$ cat config.mk
export PLATFORM = sky130hd
export DESIGN_NAME = fifo_rr_drain
export DESIGN_NICKNAME = d
export VERILOG_FILES = /design/src/rtl/fifo_arb_pkg.sv /design/src/rtl/fifo_rr_drain_rr_pick.sv /design/src/rtl/fifo_rr_drain.sv
export SDC_FILE = /design/constraint.sdc
export NUM_CORES = 1
export LEC_CHECK = 0
export ABC_AREA = 0
export CAP_MARGIN = 25
export CORE_AREA = 3 3 55 77
export DETAILED_ROUTE_END_ITERATION = 8
export DIE_AREA = 0 0 58 80
export PLACE_DENSITY = 0.8
export SLEW_MARGIN = 20
export SYNTH_ARGS = -nofsm -noshare
export SYNTH_HDL_FRONTEND = slang
export SYNTH_SLANG_ARGS = --single-unit
$ cat constraint.sdc
create_clock -name clk -period 1.6 [get_ports clk]
set_clock_uncertainty 0.1 [all_clocks]
set_input_delay 0.24 -clock clk [delete_from_list [all_inputs] [get_ports clk]]
set_output_delay 0.24 -clock clk [all_outputs]
set_load 0.02 [all_outputs]
$ cat src/rtl/fifo_arb_pkg.sv
// Shared types and width helpers for the FIFO round-robin drain scheduler.
package fifo_arb_pkg;

  typedef enum logic [1:0] {
    IDLE    = 2'd0,
    ISSUE   = 2'd1,
    CAPTURE = 2'd2,
    SEND    = 2'd3
  } arb_state_e;

  // Width of a source index; never below 1 bit.
  function automatic int unsigned src_idx_w(input int unsigned n);
    return (n > 1) ? $clog2(n) : 1;
  endfunction

  // Width of a counter that must hold the value BURST.
  function automatic int unsigned burst_cnt_w(input int unsigned b);
    return $clog2(b + 1);
  endfunction

endpackage

$ cat src/rtl/fifo_rr_drain_rr_pick.sv
// Combinational round-robin picker: first requesting index after 'last', wrapping.
module rr_pick #(
  parameter int unsigned NUM_SRC = 4,
  parameter int unsigned IDX_W   = 2
) (
  input  logic [NUM_SRC-1:0] req,
  input  logic [IDX_W-1:0]   last,
  output logic [IDX_W-1:0]   grant,
  output logic               any_req
);

  logic [IDX_W-1:0] idx;

  // Scan last+1 .. last+NUM_SRC (mod NUM_SRC); the first hit wins.
  always_comb begin
    grant   = '0;
    any_req = 1'b0;
    idx     = '0;
    for (int unsigned k = 1; k <= NUM_SRC; k++) begin
      idx = IDX_W'((32'(last) + k) % NUM_SRC);
      if (!any_req && req[idx]) begin
        grant   = idx;
        any_req = 1'b1;
      end
    end
  end

endmodule

$ cat src/rtl/fifo_rr_drain.sv
// Round-robin read scheduler draining NUM_SRC capture FIFOs into one
// valid/ready word sink, at most BURST words per grant.
// Optional macro FIFO_SRC_TAG_EN adds the out_src source-index port.
module fifo_rr_drain
  import fifo_arb_pkg::*;
#(
  parameter int unsigned NUM_SRC = 4,
  parameter int unsigned WIDTH   = 8,
  parameter int unsigned BURST   = 8
) (
  input  logic                       clk,
  input  logic                       rst,
  input  logic [NUM_SRC-1:0]         src_empty,
  output logic [NUM_SRC-1:0]         src_rd_en,
  input  logic [NUM_SRC*WIDTH-1:0]   src_rd_data,
  output logic                       out_valid,
  input  logic                       out_ready,
  output logic [WIDTH-1:0]           out_data,
  output logic                       busy
`ifdef FIFO_SRC_TAG_EN
  ,
  output logic [src_idx_w(NUM_SRC)-1:0] out_src
`endif
);

  localparam int unsigned SRC_IDX_W   = src_idx_w(NUM_SRC);
  localparam int unsigned BURST_CNT_W = burst_cnt_w(BURST);
  localparam logic [BURST_CNT_W-1:0] BURST_LAST = BURST_CNT_W'(BURST - 1);
  localparam logic [SRC_IDX_W-1:0]   LAST_SRC   = SRC_IDX_W'(NUM_SRC - 1);

  arb_state_e             state;
  logic [SRC_IDX_W-1:0]   grant;
  logic [SRC_IDX_W-1:0]   last_grant;
  logic [SRC_IDX_W-1:0]   pick_idx;
  logic                   pick_any;
  logic [BURST_CNT_W-1:0] burst_cnt;
  logic [WIDTH-1:0]       rd_word;

  rr_pick #(
    .NUM_SRC (NUM_SRC),
    .IDX_W   (SRC_IDX_W)
  ) u_pick (
    .req     (~src_empty),
    .last    (last_grant),
    .grant   (pick_idx),
    .any_req (pick_any)
  );

  assign rd_word = src_rd_data[32'(grant)*WIDTH +: WIDTH];
  assign busy    = (state != IDLE);

  // Arbitration FSM. src_rd_en is registered on the transition into ISSUE
  // so the pulse coincides exactly with the ISSUE cycle.
  always_ff @(posedge clk) begin
    if (rst) begin
      state      <= IDLE;
      src_rd_en  <= '0;
      out_valid  <= 1'b0;
      out_data   <= '0;
      grant      <= '0;
      last_grant <= LAST_SRC;
      burst_cnt  <= '0;
`ifdef FIFO_SRC_TAG_EN
      out_src    <= '0;
`endif
    end else begin
      src_rd_en <= '0;
      case (state)
        IDLE: begin
          if (pick_any) begin
            grant     <= pick_idx;
            burst_cnt <= '0;
            src_rd_en <= NUM_SRC'(1) << pick_idx;
            state     <= ISSUE;
          end
        end
        ISSUE: begin
          state <= CAPTURE;
        end
        CAPTURE: begin
          out_data  <= rd_word;
          out_valid <= 1'b1;
`ifdef FIFO_SRC_TAG_EN
          out_src   <= grant;
`endif
          state     <= SEND;
        end
        SEND: begin
          if (out_ready) begin
            out_valid <= 1'b0;
            burst_cnt <= burst_cnt + 1'b1;
            if (burst_cnt == BURST_LAST || src_empty[grant]) begin
              last_grant <= grant;
              state      <= IDLE;
            end else begin
              src_rd_en <= NUM_SRC'(1) << grant;
              state     <= ISSUE;
            end
          end
        end
        default: state <= IDLE;
      endcase
    end
  end

endmodule

# --- Word-level counts from Yosys, hierarchy flattened ---
# Cells that the tools add are included.
classes:
  addsub: 5
  mul: 0
  div_mod_pow: 0
  order_cmp: 5
  eq_ne: 6
  shifts: 3
  n_mux: 31
  bitwise: 1
  reduce_logical: 16
op_table:
  columns: ["operator", "n"]
  rows:
  - ["$shiftx 32x6->8", 1]
  - ["$mux 4", 5]
  - ["$pmux 4 s2", 2]
  - ["$lt 2x3->1 const B", 5]
  - ["$mux 2", 6]
  - ["$mux 1", 11]
  - ["$bmux 1 s2", 5]
  - ["$pmux 2 s4", 1]
  - ["$shl 1x2->4 const A", 2]
  - ["$reduce_and 2->1", 3]
  - ["$reduce_and 3->1", 2]
  - ["$reduce_bool 2->1", 3]
  - ["$add 2x1->2 const B", 2]
  - ["$add 2x2->2 const B", 2]
  - ["$add 4x1->4 const B", 1]
  - ["$eq 2x2->1 const B", 2]
  - ["$eq 4x3->1 const B", 1]
  - ["$ne 2x2->1 const B", 2]
  - ["$not 4->4", 1]
  - ["$logic_and 1x1->1", 3]
  - ["$logic_not 1->1", 3]
  - ["$eq 2x1->1 const B", 1]
  - ["$logic_not 2->1", 1]
  - ["$pmux 1 s2", 1]
  - ["$logic_or 1x1->1", 1]
totals:
  regBits: 23
  latchBits: 0
  mem_bits_rw: 0
  rom_bits: 0
  inputBits: 39
  memories: 0

# --- Depth between registers and ports, before layout ---
depth:
  word_depth: 16
  depth_mapped: 7

# --- By module ---
# From an unflattened synthesis, not the netlist that was laid out.
unflattened:
  hier_cells: 147
  area_unflattened_um2: 1442.6
by_module_without_submodules:
  columns: ["mod", "n_inst", "cells_per_inst", "area_each_um2", "seq_area_each_um2"]
  rows:
  - ["fifo_rr_drain", 1, 133, 1351.3, 460.4]
  - ["rr_pick", 1, 14, 91.3, 0.0]

# --- Worst setup path after synthesis ---
# No wires, ideal clock.
synth_timing:
  kind: "reg2reg"
  start: "register state[0]"
  end: "register src_rd_en[0]"
  setup_ps: 92
  t_arrival_ps: 1554
  required_ps: 1408
  path_slack_ps: -146
  stages_incl_launch_ff: 7
  n_path_buf: 1
  period_less_slack_ps: 1746
  path_cell_list: "dfxtp_1 -> inv_1 -> ha_1 -> clkbuf_1 -> nand2_1 -> or4_2 -> o32ai_1"
synth_via:
  elab_chain_len: 2
  elab_cells_between_ends: 3
  cone_classes: "1 x eq/ne; 1 x mux; 1 x reduce/logical"
synth_rtl:
  columns: ["item", "line", "rtl"]
  rows:
  - ["start, declared", "fifo_rr_drain.sv:31", "arb_state_e state;"]
  - ["start signal, assigned", "fifo_rr_drain.sv:56", "state <= IDLE;"]
  - ["start signal, assigned", "fifo_rr_drain.sv:74", "state <= ISSUE;"]
  - ["start signal, assigned", "fifo_rr_drain.sv:78", "state <= CAPTURE;"]
  - ["$eq 2x2->1 / $logic_not 2->1 (equally long branches)", "fifo_rr_drain.sv:68", "case (state)"]
  - ["$pmux 4 s2 *", "fifo_rr_drain.sv:68", null]
  - ["end signal, assigned", "fifo_rr_drain.sv:73", "src_rd_en <= NUM_SRC'(1) << pick_idx;"]
  - ["end signal, assigned", "fifo_rr_drain.sv:96", "src_rd_en <= NUM_SRC'(1) << grant;"]
  - ["end, declared", "fifo_rr_drain.sv:14", "output logic [NUM_SRC-1:0] src_rd_en,"]
# Mark *: on every way between the ends. The rest lies on a longest branch, timed or not.
# A chain may end at the register's enable or synchronous reset.

# --- Worst setup path after layout ---
layout_timing:
  start: "register state[1]"
  end: "register src_rd_en[0]"
# Same word-level chain as after synthesis.

==> impl_metrics.csv <==
group,metric,value,unit
drt,wl_per_cell,15.5,um
layout,drive_gt1_share,32.1,%
floorplanning,coreArea,3640,sq um
critical_path,cp-start-kind,"flip-flop",
drt,vias,1428,
clocking,hold_buffers,0,
logic_synthesis,seq_area_frac_synth,32.9,%
clocking,cts_root_buffer,"clkbuf_8",
timing,setup_ws,-0.0663,ns
timing,setup_violations,1,
worst_hold_path,hp-class,"reg -> reg",
power,p_per_area,1250,nW/um^2
floorplanning,die_width,58,um
logic_synthesis,ys_types,39,
timing,finalCriticalPeriod,1.67,ns
logic_synthesis,async_flop_share,0,%
critical_path,path_class,"reg -> reg",
clocking,cts_max_path_buffers,2,
drt,drtAntennaViolNets,0,
layout,n_antenna_cell,0,
logic_synthesis,syn_inst,143,
place,place.gp.congestion,0.833,
layout,syn2layout_area_growth,66.3,%
job,maxCapViolCount,0,
drt,dr.pass1.iters,4,
clocking,numCtsBuffers,3,
timing,slew_viol_final,0,
drt,drt_iter0_drc,39,
logic_synthesis,ys_ff_latch,23,
critical_path,rr_worst_depth,4,
place,io_buffers,52,
place,place_area,2150,sq um
power,p_leak,0.888,nW
timing,max-slew-margin-rel,75.3,%
floorplanning,rows,26,
logic_synthesis,synthesis.nets,186,
layout,final_area,2330,sq um
logic_synthesis,netlist_area,1400,sq um
critical_path,crit_path_start,"state[1]",
clocking,htreeDepth,1,
critical_path,cp_max_fo,4,
layout,mostFrequentLayoutCells,"clkdlybuf4s50_1 (46), buf_4 (29), dfxtp_1 (19)",
global_route,grt-ovfl-total,0,
timing,fin_tns_setup,-0.0663,ns
logic_synthesis,synth_ff_type,"dfxtp_1",
worst_hold_path,hp-start,"out_data[4]",
critical_path,arrival,1.74,ns
floorplanning,ios,53,
drt,wl,4.03,mm
clocking,clock_sinks,23,
critical_path,crit_required,1.68,ns
timing,tightest_slew,0.370,ns
run_status,status,"complete, but fails checks",
layout,num-nets-final,262,
clocking,clk_pin_slew,0.08,ns
timing,final_hold_viol_count,0,
layout,filler_cell_count,296,
critical_path,end_kind,"flip-flop",
power,power.total,2.91,mW
drt,drc,0,
global_route,antenna_found_initial,0,
logic_synthesis,synth_edf_count,0,
floorplanning,initial_core_util,38.5,%
global_route,grt_max_degree,18,
clocking,clk_latency,0.26,ns
logic_synthesis,yosysWarningCount,0,
floorplanning,dieArea,4640,sq um
worst_hold_path,min_path_cells,2,
run_status,violations,"setup timing",
power,irDropWorstVdd,750,uV
clocking,cts_tree,"built",
timing,hold_slack,0.392,ns
place,dp_hpwl,3.06,mm
floorplanning,fp.dieH,80,um
timing,rsz0062_at_grt,"true",
global_route,grtUsageTotal,17.4,%
timing,period_share,104,%
logic_synthesis,syn_area_per_cell,9.80,sq um
layout,final_common_cell,"clkdlybuf4s50_1",
global_route,first_global_vias,1388,
global_route,grt_pass1_wl,6.21,mm
critical_path,rr_startpoint,"state[1]",
drt,vias_per_cell,5.49,
timing,max_freq,600,MHz
layout,utilization,64.0,%
critical path: stages (launching register included):
cell,delay [ns]
dfxtp_2,0.35
inv_2,0.05
ha_4,0.25
or4_4,0.54
o32ai_4,0.28
path summary, 6_finish.rpt:
kind         slack, ns            to
max              -0.07  src_rd_en[0]
min               0.39   out_data[4]
max reg2reg      -0.07  src_rd_en[0]
min reg2reg       0.39   out_data[4]
cells by family after synthesis:
logic type	count (synthesis)	synth area share, %
compound gates	31	18.1
fa+ha+maj	4	3.57
buf+inv	22	6.70
flops	23	32.9
mux	22	23.8
simple gates	41	14.9
flip-flops by register name, indices dropped and copies added, names as in the netlist:
register,cells
burst_cnt,4
grant,2
last_grant,2
out_data,8
out_valid,1
src_rd_en,4
state,2
through the flow:
step	worst slack (ns)	instances
after detailed placement	-0.453	253
final	-0.0663	260
after floorplan	-0.0168	143
after global routing	-0.0914	260
after global placement	-0.431	253
after CTS	-0.0210	257
repair_timing:
action                                  4_1_cts  5_1_grt
hold endpoints to repair                      0        0
pin swaps                                     4        7
buffers inserted                              0        3
resized for setup                            17       19
endpoints found under the setup margin       11       17
cell type report:
class	count	area [sq um]	area share [%]
Clock buffer	3	41.3	1.77
Sequential cell	23	473	20.3
Timing Repair Buffer	83	767	32.9
Inverter	10	37.5	1.61
Clock inverter	1	5.00	0.215
Tap cell	42	52.6	2.25
Multi-Input combinational cell	98	955	41.0
cells in the mapped netlist (2+ instances only):
| cell type | instances | area, sq um |
|---|---|---|
| a211o_1 | 2 | 17.5 |
| nor3_1 | 2 | 10.0 |
| nand2_1 | 7 | 26.3 |
| buf_2 | 3 | 15.0 |
| nand3b_1 | 2 | 15.0 |
| ha_1 | 4 | 50.1 |
| a32o_1 | 2 | 20.0 |
| a211oi_1 | 3 | 22.5 |
| nor2b_1 | 3 | 18.8 |
| a21oi_1 | 7 | 35.0 |
| dfxtp_1 | 23 | 460 |
| nor4_1 | 2 | 12.5 |
| mux4_2 | 9 | 203 |
| nand4_1 | 2 | 12.5 |
| o32ai_1 | 4 | 35.0 |
| inv_1 | 10 | 37.5 |
| o21a_1 | 2 | 15.0 |
| nand3_1 | 3 | 15.0 |
| clkbuf_1 | 8 | 30.0 |
| nor2_1 | 15 | 56.3 |
| mux2i_1 | 12 | 120 |
report_power, final:
group	leakage [nW]	total, mW	switching (mW)	internal [mW]
Clock	0.0255	0.364	0.190	0.174
Combinational	0.674	1.78	0.778	1.00
Sequential	0.189	0.771	0.0757	0.696
layer usage:
metal	vias up	share of wire [%]	track usage, %
li1	690	-	-
met1	682	38	19.3
met2	47	54	30.4
met3	9	5.3	3.24
met4	0	2.1	9.51
met5	-	0	0
No activity file was read; power rests on OpenSTA's default activity.
